## src/rtl/sh_disp_updater_pkg.sv

```systemverilog
// Shared types and constants for the big-digit shadow RAM updater.
// FSM encoding plus the ASCII codes written into the character slots.
package sh_disp_updater_pkg;

  typedef enum logic [1:0] {
    S_IDLE,
    S_CONV,
    S_WRITE
  } state_e;

  localparam logic [7:0] ASCII_ZERO  = 8'h30;
  localparam logic [7:0] ASCII_SPACE = 8'h20;

endpackage

```

## src/rtl/sh_bcd_seq.sv

```systemverilog
// Sequential double-dabble: one add-3/shift step per clock after start.
// done is high in the cycle whose closing edge performs the final step.
module sh_bcd_seq #(
  parameter int VAL_W  = 14,
  parameter int DIGITS = 4
) (
  input  logic                  clk,
  input  logic                  rst_n,
  input  logic                  start,
  input  logic [VAL_W-1:0]      bin,
  output logic [4*DIGITS-1:0]   bcd,
  output logic                  done
);

  localparam int BW = 4 * DIGITS;
  localparam int CW = $clog2(VAL_W + 1);

  logic [VAL_W-1:0] sh_q;
  logic [BW-1:0]    bcd_q;
  logic [BW-1:0]    adj;
  logic [CW-1:0]    cnt_q;

  always_comb begin
    adj = bcd_q;
    for (int i = 0; i < DIGITS; i++) begin
      if (bcd_q[4*i +: 4] >= 4'd5)
        adj[4*i +: 4] = bcd_q[4*i +: 4] + 4'd3;
    end
  end

  always_ff @(posedge clk or negedge rst_n) begin
    if (!rst_n) begin
      sh_q  <= '0;
      bcd_q <= '0;
      cnt_q <= '0;
    end else if (start) begin
      sh_q  <= bin;
      bcd_q <= '0;
      cnt_q <= CW'(VAL_W);
    end else if (cnt_q != '0) begin
      bcd_q <= {adj[BW-2:0], sh_q[VAL_W-1]};
      sh_q  <= sh_q << 1;
      cnt_q <= cnt_q - 1'b1;
    end
  end

  assign bcd  = bcd_q;
  assign done = (cnt_q == CW'(1));

endmodule

```

## src/rtl/sh_disp_updater.sv

```systemverilog
// Round-robin numeric updater for the big-digit shadow RAM: clamps,
// converts to BCD and writes right-aligned, zero-blanked ASCII digits.
module sh_disp_updater
  import sh_disp_updater_pkg::*;
#(
  parameter int VAL_W    = 14,
  parameter int DIGITS   = 4,
  parameter int ADDR_W   = 4,
  parameter int BASE0    = 0,
  parameter int BASE1    = 5,
  parameter int BLANK_EN = 1
) (
  input  logic              clk,
  input  logic              rst_n,
  input  logic              req0,
  input  logic [VAL_W-1:0]  val0,
  output logic              ack0,
  output logic              done0,
  input  logic              req1,
  input  logic [VAL_W-1:0]  val1,
  output logic              ack1,
  output logic              done1,
  output logic              busy,
  output logic              sh_ram_we,
  output logic [ADDR_W-1:0] sh_ram_addr,
  output logic [7:0]        sh_ram_data
);

  localparam int BW      = 4 * DIGITS;
  localparam int IW      = $clog2(DIGITS + 1);
  localparam int MAX_VAL = 10**DIGITS - 1;

  state_e            state_q, state_d;
  logic              slot_q, slot_d;
  logic              last_q, last_d;
  logic [IW-1:0]     idx_q, idx_d;
  logic              nz_q, nz_d;
  logic              ack0_q, ack0_d, ack1_q, ack1_d;
  logic              done0_q, done0_d, done1_q, done1_d;
  logic              busy_q, busy_d, we_q, we_d;
  logic [ADDR_W-1:0] addr_q, addr_d;
  logic [7:0]        data_q, data_d;

  logic              g_any, g_sel, start, conv_done;
  logic              last_dig, blank;
  logic [VAL_W-1:0]  val_sel, val_clamp;
  logic [BW-1:0]     bcd;
  logic [3:0]        dig;
  logic [ADDR_W-1:0] base;

  assign g_any     = req0 | req1;
  assign g_sel     = (req0 && req1) ? ~last_q : req1;
  assign val_sel   = g_sel ? val1 : val0;
  assign val_clamp = (val_sel > VAL_W'(MAX_VAL)) ? VAL_W'(MAX_VAL) : val_sel;
  assign start     = (state_q == S_IDLE) && g_any;

  sh_bcd_seq #(
    .VAL_W  (VAL_W),
    .DIGITS (DIGITS)
  ) u_bcd (
    .clk   (clk),
    .rst_n (rst_n),
    .start (start),
    .bin   (val_clamp),
    .bcd   (bcd),
    .done  (conv_done)
  );

  // Most significant digit first: idx 0 selects the top nibble.
  always_comb begin
    dig = '0;
    for (int i = 0; i < DIGITS; i++) begin
      if (idx_q == IW'(i))
        dig = bcd[4*(DIGITS-1-i) +: 4];
    end
  end

  assign last_dig = (idx_q == IW'(DIGITS - 1));
  assign blank    = (BLANK_EN != 0) && !nz_q && (dig == 4'd0) && !last_dig;
  assign base     = slot_q ? ADDR_W'(BASE1) : ADDR_W'(BASE0);

  always_comb begin
    state_d = state_q;
    slot_d  = slot_q;
    last_d  = last_q;
    idx_d   = idx_q;
    nz_d    = nz_q;
    ack0_d  = 1'b0;
    ack1_d  = 1'b0;
    done0_d = 1'b0;
    done1_d = 1'b0;
    we_d    = 1'b0;
    addr_d  = addr_q;
    data_d  = data_q;
    unique case (state_q)
      S_IDLE: begin
        if (g_any) begin
          state_d = S_CONV;
          slot_d  = g_sel;
          last_d  = g_sel;
          ack0_d  = ~g_sel;
          ack1_d  = g_sel;
        end
      end
      S_CONV: begin
        if (conv_done) begin
          state_d = S_WRITE;
          idx_d   = '0;
          nz_d    = 1'b0;
        end
      end
      S_WRITE: begin
        we_d   = 1'b1;
        addr_d = base + ADDR_W'(idx_q);
        data_d = blank ? ASCII_SPACE : ASCII_ZERO + {4'h0, dig};
        nz_d   = nz_q | (dig != 4'd0);
        idx_d  = idx_q + 1'b1;
        if (last_dig) begin
          state_d = S_IDLE;
          done0_d = ~slot_q;
          done1_d = slot_q;
        end
      end
      default: state_d = S_IDLE;
    endcase
    busy_d = (state_d != S_IDLE);
  end

  always_ff @(posedge clk or negedge rst_n) begin
    if (!rst_n) begin
      state_q <= S_IDLE;
      slot_q  <= 1'b0;
      last_q  <= 1'b1;
      idx_q   <= '0;
      nz_q    <= 1'b0;
      ack0_q  <= 1'b0;
      ack1_q  <= 1'b0;
      done0_q <= 1'b0;
      done1_q <= 1'b0;
      busy_q  <= 1'b0;
      we_q    <= 1'b0;
      addr_q  <= '0;
      data_q  <= '0;
    end else begin
      state_q <= state_d;
      slot_q  <= slot_d;
      last_q  <= last_d;
      idx_q   <= idx_d;
      nz_q    <= nz_d;
      ack0_q  <= ack0_d;
      ack1_q  <= ack1_d;
      done0_q <= done0_d;
      done1_q <= done1_d;
      busy_q  <= busy_d;
      we_q    <= we_d;
      addr_q  <= addr_d;
      data_q  <= data_d;
    end
  end

  assign ack0        = ack0_q;
  assign ack1        = ack1_q;
  assign done0       = done0_q;
  assign done1       = done1_q;
  assign busy        = busy_q;
  assign sh_ram_we   = we_q;
  assign sh_ram_addr = addr_q;
  assign sh_ram_data = data_q;

endmodule

```

## config.mk

```make
export PLATFORM = sky130hd
export DESIGN_NAME = sh_disp_updater
export DESIGN_NICKNAME = d
export VERILOG_FILES = /design/src/rtl/sh_disp_updater_pkg.sv /design/src/rtl/sh_bcd_seq.sv /design/src/rtl/sh_disp_updater.sv
export SDC_FILE = /design/constraint.sdc
export NUM_CORES = 1
export LEC_CHECK = 0
export ABC_CLOCK_PERIOD_IN_PS = 1600
export CAP_MARGIN = 25
export CELL_PAD_IN_SITES_DETAIL_PLACEMENT = 0
export CELL_PAD_IN_SITES_GLOBAL_PLACEMENT = 1
export CORE_MARGIN = 2
export CORE_UTILIZATION = 27
export DETAILED_ROUTE_END_ITERATION = 10
export GPL_TIMING_DRIVEN = 0
export PLACE_DENSITY_LB_ADDON = 0.08
export SLEW_MARGIN = 20
export SYNTH_ARGS = -nofsm -noshare
export SYNTH_HDL_FRONTEND = slang
export SYNTH_HIERARCHICAL = 1
export SYNTH_SLANG_ARGS = --single-unit
export TNS_END_PERCENT = 20
```

## constraint.sdc

```tcl
create_clock -name clk -period 1.6 [get_ports clk]
set_input_delay 0.16 -clock clk [delete_from_list [all_inputs] [get_ports clk]]
set_output_delay 0.16 -clock clk [all_outputs]
set_load 0.005 [all_outputs]
```

==> impl_metrics.toml, run 1 <==
[pwr]
power_density_nw_per_um2 = 1680
pwr-share-comb_pct = 40.6
clockPowerShare_pct = 29.5
p_int_uw = 5700
power_uw = 8510
switching_share_pct = 33.0
p_leak_uw = 0.00221
seqPwrFrac_pct = 29.9
p_sw_uw = 2800
ir_worst_vdd_mv = 0.657

[synthesis]
synth_warnings = 6
ys_types = 62
synth_top_area_share_pct = 40.9
synth_top_area_cell = "dfrtp_1"
async_flop_share_pct = 100
synth_edf_count = 0
ys_ff_latch = 58
yosysMostFrequentCell = "dfrtp_1"
synth_area_per_cell_um2 = 9.41
synth.area.top_cells = "dfrtp_1 41%, ha_1 6.8%, nand2_1 5.1%"
synthFlopType = "dfrtp_1"
synthCells = 371
yosys-top-cells-count = "57 x dfrtp_1, 47 x nand2_1, 36 x nor2_1"
synth_area_um2 = 3490
synth_seq_area_share_pct = 41.6

[cts]
tritoncts = "yes"
cts.htree.levels = 3
cts_made_buffers = 9
clk_pin_slew_worst_paths_ps = 50
clkLatencyLatePin_ps = 330
max-clock-path-buffers = 2
cts_root_buf = "clkbuf_16"
clock-sinks = 58

[global_route]
grt_pass1_wl_mm = 15.7
grt_pass1_vias = 3035
grt_usage_pct = 14.3
grt_overflow = 0
antenna_found_initial = 0
grt_max_degree = 42

[placement]
port_buffers = 47
dpl.hpwl_mm = 6.74
place_congestion = 0.796
dp_slack_ps = -952

[setup_path]
worstReg2RegEnd = "nz_q$_DFFE_PN0P_"
crit_chain = "inv_2, ha_4, nor2b_4, a221o_1, a32oi_2, and4_4, a221oi_2"
required_ps = 1800
max_stage_delay_ps = 420
r2r_cells = 7
critPathTopFamily = "compound AO/OA/AOI/OAI gates"
setup.worst_path.class = "reg -> reg"
end_kind = "register"
worst_ep_arrival_time_ps = 2010
path_buf_inv = 1
worstReg2RegStart = "idx_q[0]$_DFFE_PN0P_"
critPathMaxFanout = 4
rrSetupSlack_ps = -210
crit_path_start_kind = "register"
slowest_stage = "dfrtp_2"

[die]
coreArea_um2 = 12600
die_width_um = 118
fp-row-count = 41
start_util_pct = 27.7
dieArea_um2 = 13800
ios = 50
die-height_um = 118

[drt]
num_vias = 2920
drt-pass1-iter-count = 4
vias_per_cell = 4.66
wl_mm = 9.41
route.antenna.remaining_nets = 0
route.detailed.drc = 0
drt_iter0_drc = 118
wl_per_cell_um = 15.0

[timing]
timing.hold.ws_ps = 256
max_freq_mhz = 551
fin_ws_ps = -214
fin_crit_sh_pct = 113
finalSetupTns_ps = -1950
finalCriticalPeriod_ps = 1810
rsz0062_at_grt = "true"
finalSetupViolations = 24
slew_viol_final = 0
clock_skew_ps = 5.86
final-hold-violation-count = 0

[layout]
diodes = 0
drive_above_1_share_pct = 27.3
final_nets = 501
synthToLayoutAreaGrowth_pct = 45.0
utilization_pct = 40.1

[hold_path]
hold_class = "in -> async"

[job]
drv_cap = 0

[outcome]
failed_checks = "negative setup slack"
outcome = "complete, but fails checks"
## per-layer routing
layer | track usage (%) | vias to the layer above | wire (um)
met2 | 23.7 | 59 | 4500
met4 | 4.37 | 0 | 123
met5 | 0 | - | 0
li1 | - | 1460 | -
met1 | 18.4 | 1391 | 4330
met3 | 3.73 | 10 | 452
## repair_timing
item / 4_1_cts / 5_1_grt
setup endpoints to repair: 41 / 40
pin swaps: 7 / 8
hold endpoints to repair: 17 / 0
hold buffers: 1 / 0
setup buffers: 17 / 3
gates resized for setup: 49 / 28
## flip-flops by register name, indices dropped and copies added, names as in the netlist
register	cells
u_bcd/bcd	16
sh_ram_data	6
sh_ram_addr	4
ack1	1
u_bcd/cnt_q	4
done1	1
state_q	2
slot_q	1
done0	1
idx_q	3
nz_q	1
ack0	1
u_bcd/sh_q	14
sh_ram_we	1
last_q	1
busy	1
## power groups by stage
stage / sequential, uW / clock, uW / combinational [uW]
2_1_floorplan: 2390 / 0 / 2060
4_1_cts: 2530 / 2570 / 3270
3_5_place_dp: 2540 / 0 / 2880
3_3_place_gp: 2540 / 0 / 2860
5_1_grt: 2630 / 2640 / 3870
6_report: 2540 / 2510 / 3460
## cell usage in the layout, fill, tap and decap left out, drive strengths merged, types with 4 or more instances in the layout
cell type / instances
ha: 19
nand2: 47
clkdlybuf4s50: 46
a21oi: 14
or3: 13
o2111ai: 6
bufinv: 5
nor2: 36
nor2b: 11
clkbuf: 17
o21a: 4
nor3: 4
a221o: 4
mux2i: 17
dfrtp: 57
nand3: 9
a311oi: 4
nand2b: 5
o211ai: 6
inv: 23
a21o: 4
o21ai: 32
buf: 35
## metrics by stage
stage | cells | instance area (um^2)
after global placement | 591 | 4220
after CTS | 625 | 4920
after global routing | 627 | 5060
after detailed placement | 592 | 4250
final | 627 | 5060
after floorplan | 372 | 3530
## layout make-up
type | instances | area (um^2)
Inverter | 23 | 88.8
Clock inverter | 5 | 150
Fill cell | 1278 | 7560
Timing Repair Buffer | 68 | 668
Clock buffer | 11 | 233
Multi-Input combinational cell | 270 | 2040
Buffer | 20 | 210
Tap cell | 172 | 215
Sequential cell | 58 | 1460
## kinds of logic (layout without fill, tap and decap cells)
family	Yosys count	count (layout)	synth area share, %
DFF	58	58	41.6
and+or+nand+nor	136	136	18.7
buffers and inverters	44	127	6.85
xor gates and xnor gates	3	3	0.753
other	1	2	0.107
muxes	18	18	5.31
AOI/OAI and AO/OA	92	92	19.8
adders and majority gates	19	19	6.81
## worst max path at each step
stage	start	endpoint	slack, ps	cells after the start
after global routing	idx_q[1]$_DFFE_PN0P_	nz_q$_DFFE_PN0P_	-280	7
after floorplan	idx_q[1]$_DFFE_PN0P_	nz_q$_DFFE_PN0P_	-90	7
after global placement	rst_n	idx_q[0]$_DFFE_PN0P_	-1980	1
after detailed placement	req0	u_bcd/bcd[12]$_DFFE_PN0P_	-950	6
after CTS	idx_q[1]$_DFFE_PN0P_	nz_q$_DFFE_PN0P_	-230	7
final	idx_q[0]$_DFFE_PN0P_	nz_q$_DFFE_PN0P_	-210	7
(Power assumes the default switching activity.)
==> inputs of run 2 (changes only) <==
--- a/config.mk
+++ b/config.mk
@@ -9,7 +9,7 @@
 export CAP_MARGIN = 25
 export CELL_PAD_IN_SITES_DETAIL_PLACEMENT = 0
 export CELL_PAD_IN_SITES_GLOBAL_PLACEMENT = 1
-export CORE_MARGIN = 2
+export CORE_MARGIN = 3
 export CORE_UTILIZATION = 27
 export DETAILED_ROUTE_END_ITERATION = 10
 export GPL_TIMING_DRIVEN = 0
==> impl_metrics.toml, run 2 (synthesis gave the netlist of run 1 again) <==
[drt]
route.detailed.drc = 0
wl_met2_mm = 4.55
wl_met1_mm = 4.39
route.antenna.remaining_nets = 0
wl_per_cell_um = 15.4
dr_wl_met3_um = 463
vias_per_cell = 4.77
highest_layer = "met4"
drt_iter0_drc = 180
num_vias = 2964
drt-pass1-iter-count = 4
wl_mm = 9.57

[global_route]
grt_overflow = 0
grt_max_degree = 31
grt_pass1_wl_mm = 16.1
antenna_found_initial = 0
grt_usage_pct = 14.2
grt_pass1_vias = 3129

[pwr]
p_sw_uw = 2840
seqPwrFrac_pct = 33.0
switching_share_pct = 36.8
p_leak_uw = 0.00213
ir_worst_vdd_mv = 0.606
p_int_uw = 4870
clockPowerShare_pct = 22.8
pwr-share-comb_pct = 44.2
power_density_nw_per_um2 = 1570

[timing]
fin_ws_ps = -223
max_freq_mhz = 549
timing.hold.ws_ps = 240
finalCriticalPeriod_ps = 1820
finalSetupViolations = 21
rsz0062_at_grt = "true"
clock_skew_ps = 9.28
fin_crit_sh_pct = 114
slew_viol_final = 0
final-hold-violation-count = 0

[layout]
largest_reg_flops = 16
final_cell_mix = "50 x dfrtp_1, 45 x nand2_1, 45 x clkdlybuf4s50_1"
diodes = 0
drive_above_1_share_pct = 26.5
utilization_pct = 39.8
mostFrequentLayoutCell = "dfrtp_1"
synthToLayoutAreaGrowth_pct = 40.4
filler_cell_count = 1279
final_nets = 499

[hold_path]
whs_path_depth = 3
hp-start = "req1"
min_to = "state_q[0]$_DFF_PN0_"
hold_class = "in -> reg"

[cts]
clock-sinks = 58
cts_made_buffers = 9
max-clock-path-buffers = 2
clkLatencyLatePin_ps = 330
tritoncts = "yes"
cts.htree.levels = 3
clk_pin_slew_worst_paths_ps = 50
cts_root_buf = "clkbuf_16"

[outcome]
outcome = "complete, but fails checks"
failed_checks = "negative setup slack"

[setup_path]
path_buf_inv = 1
max_stage_delay_ps = 430
worstReg2RegStart = "idx_q[0]$_DFFE_PN0P_"
worst_ep_arrival_time_ps = 2020
r2r_cells = 6
critPathTopFamily = "compound AO/OA/AOI/OAI gates"
crit_chain = "buf_4, ha_4, a221o_1, a32oi_2, and4_4, a221oi_2"
required_ps = 1790
crit_path_start_kind = "register"
end_kind = "register"
slowest_stage = "dfrtp_2"
critPathMaxFanout = 5
worstReg2RegEnd = "nz_q$_DFFE_PN0P_"
setup.worst_path.class = "reg -> reg"
rrSetupSlack_ps = -220

[die]
die_width_um = 120
die-height_um = 120
start_util_pct = 28.3
dieArea_um2 = 14300
ios = 50
coreArea_um2 = 12300
fp-row-count = 40

[placement]
dpl.hpwl_mm = 6.82
dp_slack_ps = -1010
port_buffers = 47
place_congestion = 0.823

[job]
drv_cap = 0
-- run 2: changes by cell type in the layout (fill, tap and decap cells not counted), moves of 2 or more --
cell	delta
o2111ai_1	-2
ha_2	-2
clkinvlp_4	+4
bufinv_16	-5
buf_4	-2
nor2_2	-4
clkbuf_1	-2
nor2b_1	+2
o2111ai_2	+2
nor2b_2	-2
nor2_1	+4
-- run 2: repair_timing --
item,4_1_cts,5_1_grt
buffers inserted,11,6
hold buffers,1,0
pin swaps,13,12
endpoints found under the hold margin,28,0
resized for setup,48,24
setup endpoints to repair,41,41
cloned,0,0
-- run 2: per-layer routing --
| metal | global-route usage [%] | vias to the layer above |
|---|---|---|
| met5 | 0 | - |
| met3 | 3.30 | 13 |
| met1 | 18.2 | 1418 |
| met2 | 23.3 | 76 |
| li1 | - | 1457 |
| met4 | 5.23 | 0 |
-- run 2: worst reg2reg max path: cells and delay by family (launching register included) --
family          cells  cell delay (ps)
compound gates      3              660
fa+ha+maj           1              180
buf+inv             1              150
flops               1              430
simple gates        1              270
-- run 2: how the worst max path moves through the flow --
stage	from	to	slack [ps]	cells past startpoint
final	idx_q[0]$_DFFE_PN0P_	nz_q$_DFFE_PN0P_	-220	6
after global routing	last_q$_DFFE_PN1P_	u_bcd/sh_q[3]$_DFFE_PN0P_	-280	8
after CTS	idx_q[0]$_DFFE_PN0P_	nz_q$_DFFE_PN0P_	-230	6
after detailed placement	req0	u_bcd/bcd[12]$_DFFE_PN0P_	-1010	6
after global placement	rst_n	idx_q[0]$_DFFE_PN0P_	-1990	1
after floorplan	idx_q[1]$_DFFE_PN0P_	nz_q$_DFFE_PN0P_	-90	7
-- run 2: power by group through the flow --
stage / clock, uW / combinational, uW / sequential (uW)
3_5_place_dp: 0 / 2880 / 2540
2_1_floorplan: 0 / 2060 / 2390
4_1_cts: 1810 / 3220 / 2540
5_1_grt: 1880 / 3810 / 2630
6_report: 1760 / 3400 / 2550
3_3_place_gp: 0 / 2860 / 2550
-- run 2: area by class of cell --
class / count / area (um^2) / area share, %
plain buffers: 20 / 206 / 4.21
clock buffers: 10 / 229 / 4.67
clock inverters: 6 / 43.8 / 0.894
inverters: 23 / 88.8 / 1.81
multi-input cells: 270 / 2030 / 41.4
flip-flops and latches: 58 / 1460 / 29.8
repair buffers: 66 / 632 / 12.9
well taps: 168 / 210 / 4.29
-- run 2: through the flow --
| step | total power, uW | cell area, um^2 | setup TNS, ps | instances |
|---|---|---|---|---|
| after floorplan | 4450 | 3530 | -492 | 372 |
| after detailed placement | 5420 | 4230 | -32840 | 588 |
| after global placement | 5410 | 4220 | -133010 | 587 |
| final | 7710 | 4900 | -1510 | 621 |
| after CTS | 7570 | 4760 | -1850 | 615 |
| after global routing | 8320 | 4900 | -3760 | 621 |
==> inputs of run 3 (changes only) <==
--- a/config.mk
+++ b/config.mk
@@ -5,7 +5,7 @@
 export SDC_FILE = /design/constraint.sdc
 export NUM_CORES = 1
 export LEC_CHECK = 0
-export ABC_CLOCK_PERIOD_IN_PS = 1600
+export ABC_CLOCK_PERIOD_IN_PS = 2150
 export CAP_MARGIN = 25
 export CELL_PAD_IN_SITES_DETAIL_PLACEMENT = 0
 export CELL_PAD_IN_SITES_GLOBAL_PLACEMENT = 1
@@ -14,6 +14,7 @@
 export DETAILED_ROUTE_END_ITERATION = 10
 export GPL_TIMING_DRIVEN = 0
 export PLACE_DENSITY_LB_ADDON = 0.08
+export SETUP_SLACK_MARGIN = 0.3
 export SLEW_MARGIN = 20
 export SYNTH_ARGS = -nofsm -noshare
 export SYNTH_HDL_FRONTEND = slang
==> constraint.sdc (replaced) <==
create_clock -name clk -period 2.15 [get_ports clk]
set_input_delay 0.215 -clock clk [delete_from_list [all_inputs] [get_ports clk]]
set_output_delay 0.215 -clock clk [all_outputs]
set_load 0.005 [all_outputs]
==> impl_metrics.toml, run 3 (synthesis gave the netlist of run 1 again) <==
[placement]
dpl.hpwl_mm = 6.89
place_congestion = 0.721
dp.cells = 588
port_buffers = 47

[cts]
cts.htree.levels = 3
cts_made_buffers = 9
clkLatencyLatePin_ps = 320
max-clock-path-buffers = 2
cts_root_buf = "clkbuf_16"
clk_pin_slew_worst_paths_ps = 60
clock-sinks = 58
tritoncts = "yes"

[layout]
final_nets = 489
synthToLayoutAreaGrowth_pct = 33.8
final_cell_mix = "54 x dfrtp_1, 47 x nand2_1, 46 x clkdlybuf4s50_1"
diodes = 0
layout.cells.non_filler = 611
drive_above_1_share_pct = 18.7
largest_reg_flops = 16
utilization_pct = 37.9
mostFrequentLayoutCell = "dfrtp_1"

[die]
dieArea_um2 = 14300
die-height_um = 120
coreArea_um2 = 12300
start_util_pct = 28.3
fp-row-count = 40
ios = 50
die_width_um = 120

[job]
drv_cap = 0

[setup_path]
worstReg2RegStart = "u_bcd/bcd[8]$_DFFE_PN0P_"
critPathMaxFanout = 7
worst_ep_arrival_time_ps = 2030
worstReg2RegEnd = "u_bcd/bcd[10]$_DFFE_PN0P_"
required_ps = 2330
crit_path_start_kind = "register"
rrSetupSlack_ps = 300
end_kind = "register"
setup.worst_path.class = "reg -> reg"
r2r_cells = 5

[global_route]
grt_pass1_vias = 2945
grt_usage_pct = 13.8
grt_pass1_wl_mm = 15.7
grt_overflow = 0
antenna_found_initial = 0
grt_max_degree = 37

[drt]
num_vias = 2884
drt-pass1-iter-count = 4
wl_mm = 9.32
route.antenna.remaining_nets = 0
vias_per_cell = 4.72
wl_per_cell_um = 15.3
route.detailed.drc = 0
drt_iter0_drc = 136

[timing]
tightestPinTransition_ps = 513
fin_crit_sh_pct = 86.0
max_freq_mhz = 541
slew_headroom_pct = 64.9
final-hold-violation-count = 0
slew_viol_final = 0
finalCriticalPeriod_ps = 1850
clock_skew_ps = 5.56
finalSetupViolations = 0
rsz0062_at_grt = "true"

[pwr]
power_uw = 5630
power_density_nw_per_um2 = 1210
p_leak_uw = 0.00208
ir_worst_vdd_mv = 0.460

[outcome]
outcome = "completed"

[hold_path]
hold_class = "in -> async"
## run 3: cell types whose count changed in the layout (fill, tap and decap cells not counted), moves of 3 or more
cell / change
o2111ai_1: +3
dfrtp_1: +4
mux2i_1: +3
o2111ai_2: -3
inv_2: -4
clkbuf_2: +3
ha_4: -4
buf_4: -10
clkbuf_8: -3
inv_1: +5
ha_1: +4
dfrtp_2: -4
## run 3: worst max-delay path by stage
stage | from | end | slack, ps | cells past startpoint
2_1_floorplan | idx_q[0]$_DFFE_PN0P_ | nz_q$_DFFE_PN0P_ | 400 | 7
3_3_place_gp | rst_n | u_bcd/cnt_q[0]$_DFFE_PN0P_ | -1290 | 1
3_5_place_dp | req0 | u_bcd/bcd[4]$_DFFE_PN0P_ | -370 | 6
4_1_cts | idx_q[0]$_DFFE_PN0P_ | nz_q$_DFFE_PN0P_ | 230 | 7
5_1_grt | req1 | u_bcd/sh_q[4]$_DFFE_PN0P_ | 180 | 8
6_report | u_bcd/bcd[8]$_DFFE_PN0P_ | u_bcd/bcd[10]$_DFFE_PN0P_ | 300 | 5
## run 3: worst max-delay path: stages (launching register included)
cell and delay [ps]:
dfrtp_1 460, inv_1 90, ha_1 180, or2b_2 350, a2111oi_0 540, a311oi_2 90
## run 3: repair_timing
action,in CTS,in global routing
gates resized for setup,13,22
setup buffers,0,6
hold endpoints to repair,22,0
hold buffers,1,0
pin swaps,0,6
setup endpoints to repair,39,37
## run 3: report_power, final
part           internal, uW  switching [uW]  total, uW  leakage (uW)
logic                  1130            1070       2200       0.00121
clock network          1010             526       1540      0.000151
registers              1500             394       1890      0.000717
total                  3640            1990       5630       0.00208
## run 3: through the flow
stage | hold slack (ps) | instance area [um^2] | setup slack [ps] | setup TNS, ps
2_1_floorplan | -80.6 | 3490 | 402 | 0
3_3_place_gp | 453 | 4170 | -1290 | -83390
3_5_place_dp | 143 | 4190 | -368 | -8630
4_1_cts | 344 | 4550 | 229 | 0
5_1_grt | 363 | 4670 | 177 | 0
6_report | 334 | 4670 | 302 | 0
## run 3: routing by layer
metal / track usage, % / part of all wire, %
met1: 18.0 / 47
met2: 22.8 / 47
met3: 2.69 / 4.4
met4: 5.08 / 1.2
met5: 0 / 0
## run 3: area by class of cell
cell class	count	area, um^2
plain buffers	21	169
repair buffers	55	543
well taps	168	210
flip-flops and latches	58	1460
multi-input cells	270	1880
inverters	23	86.3
fillers	1298	7640
clock buffers	9	225
clock inverters	7	93.8
